--- config.mk ---
export PLATFORM = sky130hd
export DESIGN_NAME = fb_arbiter_flat
export DESIGN_NICKNAME = d
export VERILOG_FILES = /design/src/rtl/fb_arbiter_if.sv /design/src/rtl/fb_arbiter.sv /design/src/flat_wrapper.sv
export SDC_FILE = /design/constraint.sdc
export NUM_CORES = 1
export LEC_CHECK = 0
export CAP_MARGIN = 20
export CELL_PAD_IN_SITES_DETAIL_PLACEMENT = 1
export CELL_PAD_IN_SITES_GLOBAL_PLACEMENT = 1
export CORE_UTILIZATION = 24
export DETAILED_ROUTE_END_ITERATION = 10
export PLACE_DENSITY = 0.59
export SLEW_MARGIN = 20
export SYNTH_ARGS = -nofsm -noshare
export SYNTH_HDL_FRONTEND = slang
export SYNTH_SLANG_ARGS = --single-unit
export TNS_END_PERCENT = 30
--- constraint.sdc ---
create_clock -name sysclk -period 2.3 [get_ports sysclk]
set_input_delay 0.46 -clock sysclk [delete_from_list [all_inputs] [get_ports sysclk]]
set_output_delay 0.46 -clock sysclk [all_outputs]
set_load 0.02 [all_outputs]
--- src/rtl/fb_arbiter_if.sv ---
// rtl/fb_arbiter_if.sv - frame buffer arbiter bus bundle (display read, PPU write, frame RAM port)
//
// Purpose: groups the handshake and bus signals of the frame buffer arbiter.
//   master : the surrounding system (display timing, PPU, frame RAM, control).
//   slave  : the arbiter itself.
// Signals:
//   vga_clk    pixel enable; high requests a read slot this cycle
//   vga_addr   display read address
//   vga_data   registered read data back to the display
//   ppu_wr     PPU pixel write strobe
//   ppu_addr   PPU write address
//   ppu_data   PPU pixel value
//   ppu_ready  write FIFO not full
//   ram_addr   frame RAM address
//   ram_wdata  frame RAM write data
//   ram_we     frame RAM write enable
//   ram_rdata  frame RAM read data, one cycle after the address
//   ovf        sticky overflow flag
//   clr_ovf    synchronous clear of ovf
interface fb_arbiter_if;
  logic        vga_clk;
  logic [15:0] vga_addr;
  logic [7:0]  vga_data;
  logic        ppu_wr;
  logic [15:0] ppu_addr;
  logic [7:0]  ppu_data;
  logic        ppu_ready;
  logic [15:0] ram_addr;
  logic [7:0]  ram_wdata;
  logic        ram_we;
  logic [7:0]  ram_rdata;
  logic        ovf;
  logic        clr_ovf;

  modport master (
    output vga_clk, vga_addr, ppu_wr, ppu_addr, ppu_data, ram_rdata, clr_ovf,
    input  vga_data, ppu_ready, ram_addr, ram_wdata, ram_we, ovf
  );

  modport slave (
    input  vga_clk, vga_addr, ppu_wr, ppu_addr, ppu_data, ram_rdata, clr_ovf,
    output vga_data, ppu_ready, ram_addr, ram_wdata, ram_we, ovf
  );
endinterface

--- src/rtl/fb_arbiter.sv ---
// rtl/fb_arbiter.sv - single-port frame RAM arbiter between display reads and queued PPU writes
//
// Purpose: each cycle grants the frame RAM port to one slot (READ, WRITE or IDLE).
//   Display reads win over queued writes, except that a write is forced after
//   STARVE_MAX consecutive read slots lost by a non-empty write FIFO.
// Ports:
//   sysclk  sole clock, rising edge
//   reset   asynchronous active-low reset
//   bus     fb_arbiter_if.slave (display, PPU and frame RAM signals)
module fb_arbiter #(
  parameter int FIFO_DEPTH = 4,
  parameter int STARVE_MAX = 8
) (
  input logic          sysclk,
  input logic          reset,
  fb_arbiter_if.slave  bus
);

  localparam int PTR_W = $clog2(FIFO_DEPTH);
  localparam int CNT_W = PTR_W + 1;
  localparam int ST_W  = $clog2(STARVE_MAX + 1);
  localparam logic [CNT_W-1:0] DEPTH_C  = CNT_W'(FIFO_DEPTH);
  localparam logic [ST_W-1:0]  ST_MAX_C = ST_W'(STARVE_MAX);

  typedef enum logic [1:0] {SLOT_IDLE, SLOT_READ, SLOT_WRITE} slot_e;

  logic [23:0]      mem_q [FIFO_DEPTH];
  logic [PTR_W-1:0] wr_ptr_q, wr_ptr_d, rd_ptr_q, rd_ptr_d;
  logic [CNT_W-1:0] count_q, count_d;
  logic [ST_W-1:0]  starve_q, starve_d;
  logic             rd_pend_q, rd_pend_d;
  logic [7:0]       vga_data_q, vga_data_d;
  logic             ovf_q, ovf_d;

  slot_e       slot;
  logic [23:0] head;
  logic        fifo_empty, ppu_ready, forced, push, pop;

  assign head       = mem_q[rd_ptr_q];
  assign fifo_empty = (count_q == '0);
  // Registered count only: a pop in the same cycle does not open a slot.
  assign ppu_ready  = (count_q < DEPTH_C);
  assign forced     = (starve_q == ST_MAX_C) && !fifo_empty;
  assign push       = bus.ppu_wr && ppu_ready;
  assign pop        = (slot == SLOT_WRITE);

  always_comb begin
    slot = SLOT_IDLE;
    if (forced)              slot = SLOT_WRITE;
    else if (bus.vga_clk)    slot = SLOT_READ;
    else if (!fifo_empty)    slot = SLOT_WRITE;
  end

  always_comb begin
    wr_ptr_d   = wr_ptr_q;
    rd_ptr_d   = rd_ptr_q;
    count_d    = count_q;
    starve_d   = starve_q;
    rd_pend_d  = (slot == SLOT_READ);
    vga_data_d = vga_data_q;
    ovf_d      = ovf_q;

    if (push) wr_ptr_d = wr_ptr_q + 1'b1;
    if (pop)  rd_ptr_d = rd_ptr_q + 1'b1;

    case ({push, pop})
      2'b10:   count_d = count_q + 1'b1;
      2'b01:   count_d = count_q - 1'b1;
      default: count_d = count_q;
    endcase

    // Only read slots taken while writes are waiting count as lost opportunities.
    if (fifo_empty || pop)
      starve_d = '0;
    else if ((slot == SLOT_READ) && (starve_q != ST_MAX_C))
      starve_d = starve_q + 1'b1;

    if (rd_pend_q) vga_data_d = bus.ram_rdata;

    // A dropped write sets the flag even when a clear arrives in the same cycle.
    if (bus.ppu_wr && !ppu_ready) ovf_d = 1'b1;
    else if (bus.clr_ovf)         ovf_d = 1'b0;
  end

  always_ff @(posedge sysclk or negedge reset) begin
    if (!reset) begin
      wr_ptr_q   <= '0;
      rd_ptr_q   <= '0;
      count_q    <= '0;
      starve_q   <= '0;
      rd_pend_q  <= 1'b0;
      vga_data_q <= 8'h00;
      ovf_q      <= 1'b0;
    end else begin
      wr_ptr_q   <= wr_ptr_d;
      rd_ptr_q   <= rd_ptr_d;
      count_q    <= count_d;
      starve_q   <= starve_d;
      rd_pend_q  <= rd_pend_d;
      vga_data_q <= vga_data_d;
      ovf_q      <= ovf_d;
    end
  end

  // Entry storage needs no reset: occupancy is tracked by the pointers and count.
  always_ff @(posedge sysclk) begin
    if (push) mem_q[wr_ptr_q] <= {bus.ppu_addr, bus.ppu_data};
  end

  assign bus.ram_we    = (slot == SLOT_WRITE);
  assign bus.ram_addr  = (slot == SLOT_WRITE) ? head[23:8] : bus.vga_addr;
  assign bus.ram_wdata = fifo_empty ? 8'h00 : head[7:0];
  assign bus.vga_data  = vga_data_q;
  assign bus.ppu_ready = ppu_ready;
  assign bus.ovf       = ovf_q;

endmodule

--- src/flat_wrapper.sv ---
// flat-port wrapper written by rule: the top's interface ports become plain ports
module fb_arbiter_flat 
#(
  parameter int FIFO_DEPTH = 4,
  parameter int STARVE_MAX = 8
)
  (sysclk, reset, bus_vga_clk, bus_vga_addr, bus_ppu_wr, bus_ppu_addr, bus_ppu_data, bus_ram_rdata, bus_clr_ovf, bus_vga_data, bus_ppu_ready, bus_ram_addr, bus_ram_wdata, bus_ram_we, bus_ovf);
  fb_arbiter_if bus_i ();
  input logic sysclk;
  input logic reset;
  input wire logic [$bits(bus_i.vga_clk)-1:0] bus_vga_clk;
  input wire logic [$bits(bus_i.vga_addr)-1:0] bus_vga_addr;
  input wire logic [$bits(bus_i.ppu_wr)-1:0] bus_ppu_wr;
  input wire logic [$bits(bus_i.ppu_addr)-1:0] bus_ppu_addr;
  input wire logic [$bits(bus_i.ppu_data)-1:0] bus_ppu_data;
  input wire logic [$bits(bus_i.ram_rdata)-1:0] bus_ram_rdata;
  input wire logic [$bits(bus_i.clr_ovf)-1:0] bus_clr_ovf;
  output wire logic [$bits(bus_i.vga_data)-1:0] bus_vga_data;
  output wire logic [$bits(bus_i.ppu_ready)-1:0] bus_ppu_ready;
  output wire logic [$bits(bus_i.ram_addr)-1:0] bus_ram_addr;
  output wire logic [$bits(bus_i.ram_wdata)-1:0] bus_ram_wdata;
  output wire logic [$bits(bus_i.ram_we)-1:0] bus_ram_we;
  output wire logic [$bits(bus_i.ovf)-1:0] bus_ovf;
  assign bus_i.vga_clk = bus_vga_clk;
  assign bus_i.vga_addr = bus_vga_addr;
  assign bus_i.ppu_wr = bus_ppu_wr;
  assign bus_i.ppu_addr = bus_ppu_addr;
  assign bus_i.ppu_data = bus_ppu_data;
  assign bus_i.ram_rdata = bus_ram_rdata;
  assign bus_i.clr_ovf = bus_clr_ovf;
  assign bus_vga_data = bus_i.vga_data;
  assign bus_ppu_ready = bus_i.ppu_ready;
  assign bus_ram_addr = bus_i.ram_addr;
  assign bus_ram_wdata = bus_i.ram_wdata;
  assign bus_ram_we = bus_i.ram_we;
  assign bus_ovf = bus_i.ovf;
  fb_arbiter #(.FIFO_DEPTH(FIFO_DEPTH), .STARVE_MAX(STARVE_MAX)) u_core (.sysclk(sysclk), .reset(reset), .bus(bus_i));
endmodule
==> impl_metrics.ini <==
[timing]
setup_slack_ps = -176
finalCritPeriodShare_pct = 108
rsz0062_at_grt = yes
finalCriticalPeriod_ps = 2480
setup_viol = 24
final-hold-violation-count = 0
fin_worst_skew_ps = 7.22
setup_tns_ps = -2630
max_slew_margin_pct = 47.0
slew_viol_final = 0
whs_ps = 503
worst_pin_slew_ps = 792
max_clock_freq_mhz = 404

[clocking]
clock_sinks = 117
cts-root-buf = clkbuf_16
insertion_delay_ps = 410
cts_tree = yes
cts_max_level = 4
cts_hold_buffers = 0
cts_buffers = 17
cts_buffer_depth = 2
path_clk_slew_ps = 50

[yosys]
synth_cell_types = 28
seq_area_frac_synth_pct = 70.9
synth_top_area_share_pct = 60.0
yosysMostFrequentCell = edfxtp_1
synth_nets = 294
synth-main-ff-cell = edfxtp_1
ys_top_cells_by_count = edfxtp_1, dfrtp_1, mux2_2
syn_area_per_cell_um2 = 20.6
netlist.top_cell.by_area = edfxtp_1
ys_async_sr_fraction_pct = 17.9
ys_seq_elements = 117
synth_edf_count = 96
synthTopCellsByArea = edfxtp_1, dfrtp_1, mux4_1
synth_area_um2 = 4810
ys_warn_count = 0
syn_inst = 233

[setup_path]
critical_path_required_ps = 1840
critPathMaxFanout = 7
rrSetupSlack_ps = 70
crit_path_end_kind = output port
startpoint_type = flop
crit_type = reg2out
arrival_ps = 2020

[placed_design]
io_buffer_count = 87
place_congestion = 0.635
dpl.hpwl_um = 6750

[floorplanning]
ios = 88
num_rows = 51
initial_core_util_pct = 24.6
die_w_um = 144
coreArea_um2 = 19500
die_area_um2 = 20600
die_y_um = 144

[detailed_routing]
drt-pass1-iter-count = 4
wl_per_cell_um = 16.7
vias_per_cell = 3.98
ant_nets = 0
vias = 2576
drcViolationCount = 0
dr.first_iter.drc_count = 73
wl_um = 10800

[power]
p_per_area_nw_per_um2 = 1220
leakagePower_nw = 2.57
peakVddDrop_uv = 612

[global_routing]
grt_usage_pct = 11.4
grt_max_degree = 18
overflow = 0
grt_pass1_vias = 2916
grt_pass1_wl_um = 16700
antenna_found_initial = 0

[flow_run]
drv_cap = 0

[status]
status = finished with violations
violations = setup timing

[finish]
fin_nets = 430
drive_gt1_share_pct = 38.0
n_antenna_cell = 0
area_growth_pct = 45.1

[hold_path]
hold_path_class = reg2reg
## cells by family after synthesis
| family | after synthesis | share of synthesized area (%) |
|---|---|---|
| AOI/OAI and AO/OA | 5 | 0.859 |
| adders and majority gates | 8 | 2.24 |
| muxes | 49 | 18.9 |
| buffers and inverters | 22 | 2.58 |
| xor gates and xnor gates | 8 | 1.46 |
| and+or+nand+nor | 24 | 3.12 |
| DFF | 117 | 70.9 |
## sequential cells by signal (all words and copies together), names as in the netlist
signal / cells
u_core.bus.vga_data: 8
u_core.rd_pend_q: 1
u_core.bus.ovf: 1
u_core.mem_q: 96
u_core.wr_ptr_q: 2
u_core.rd_ptr_q: 2
u_core.starve_q: 4
u_core.count_q: 3
## worst paths after layout
kind / start / to / cells after the start
min: u_core.bus.vga_data[6]$_DFFE_PN0P_ / u_core.bus.vga_data[6]$_DFFE_PN0P_ / 1
min reg2reg: u_core.bus.vga_data[6]$_DFFE_PN0P_ / u_core.bus.vga_data[6]$_DFFE_PN0P_ / 1
max reg2reg: u_core.starve_q[1]$_DFFE_PN0P_ / u_core.count_q[2]$_DFFE_PN0P_ / 12
max in group asynchronous: reset / u_core.count_q[2]$_DFFE_PN0P_ / 2
min in group asynchronous: reset / u_core.bus.vga_data[6]$_DFFE_PN0P_ / 1
max: u_core.starve_q[1]$_DFFE_PN0P_ / bus_ram_addr[12] / 8
## report_power, final
group	internal, mW	leakage (nW)	switching (mW)	total [mW]
Combinational	1.65	1.18	1.40	3.06
Sequential	2.66	1.12	0.132	2.79
Clock	1.69	0.273	0.941	2.64
## layout by cell type, fill, tap and decap left out, types with 3 or more instances in the layout
master and instances:
dfrtp_1 20, buf_6 19, buf_4 26, edfxtp_1 96
mux2_4 15, ha_1 6, clkdlybuf4s50_1 62, nor2b_1 9
mux4_2 21, nor2_1 5, inv_1 10, xnor2_1 5
clkinvlp_4 5, buf_2 6, mux2_2 9, and2_1 4
clkbuf_16 17, xor2_1 3, mux4_1 3, bufinv_16 3
buf_12 13
## routing by layer
| metal | track usage [%] | part of all wire (%) | up-vias |
|---|---|---|---|
| met5 | 0 | 0 | - |
| met4 | 4.37 | 1.2 | 0 |
| met3 | 3.60 | 4.1 | 12 |
| met2 | 19.2 | 52 | 64 |
| met1 | 13.6 | 43 | 1321 |
| li1 | - | - | 1179 |
## stage by stage
step / total power, mW / instances / utilization (%) / cell area, um^2 / setup WS (ps)
after global placement: 5.69 / 602 / 32.1 / 6260 / -379
after global routing: 8.92 / 647 / 35.7 / 6980 / -287
final: 8.48 / 647 / 35.7 / 6980 / -176
after floorplan: 4.47 / 233 / - / 4810 / 2.42
after CTS: 8.49 / 644 / 35.3 / 6900 / -278
after detailed placement: 5.75 / 602 / 32.1 / 6260 / -377
## what timing repair did
action | in CTS | in global routing
buffers inserted | 10 | 3
setup endpoints to repair | 25 | 26
pin swaps | 2 | 1
gates resized for setup | 134 | 20
hold endpoints to repair | 0 | 0
## final cells by class
type	count	area, um^2
Multi-Input combinational cell	94	1270
Inverter	12	45.0
Fill cell	2006	12500
Tap cell	265	332
Clock inverter	13	159
Timing Repair Buffer	127	1330
Clock buffer	19	433
Sequential cell	117	3410
## worst max-delay path, cell delays in order, from the launching register on
cell and delay (ps):
dfrtp_1 390, inv_2 80, ha_4 140, nand3b_4 90, a21oi_4 180, buf_12 160, buf_12 140, mux2_4 300
buf_6 130
No activity file was read; power rests on OpenSTA's default activity.
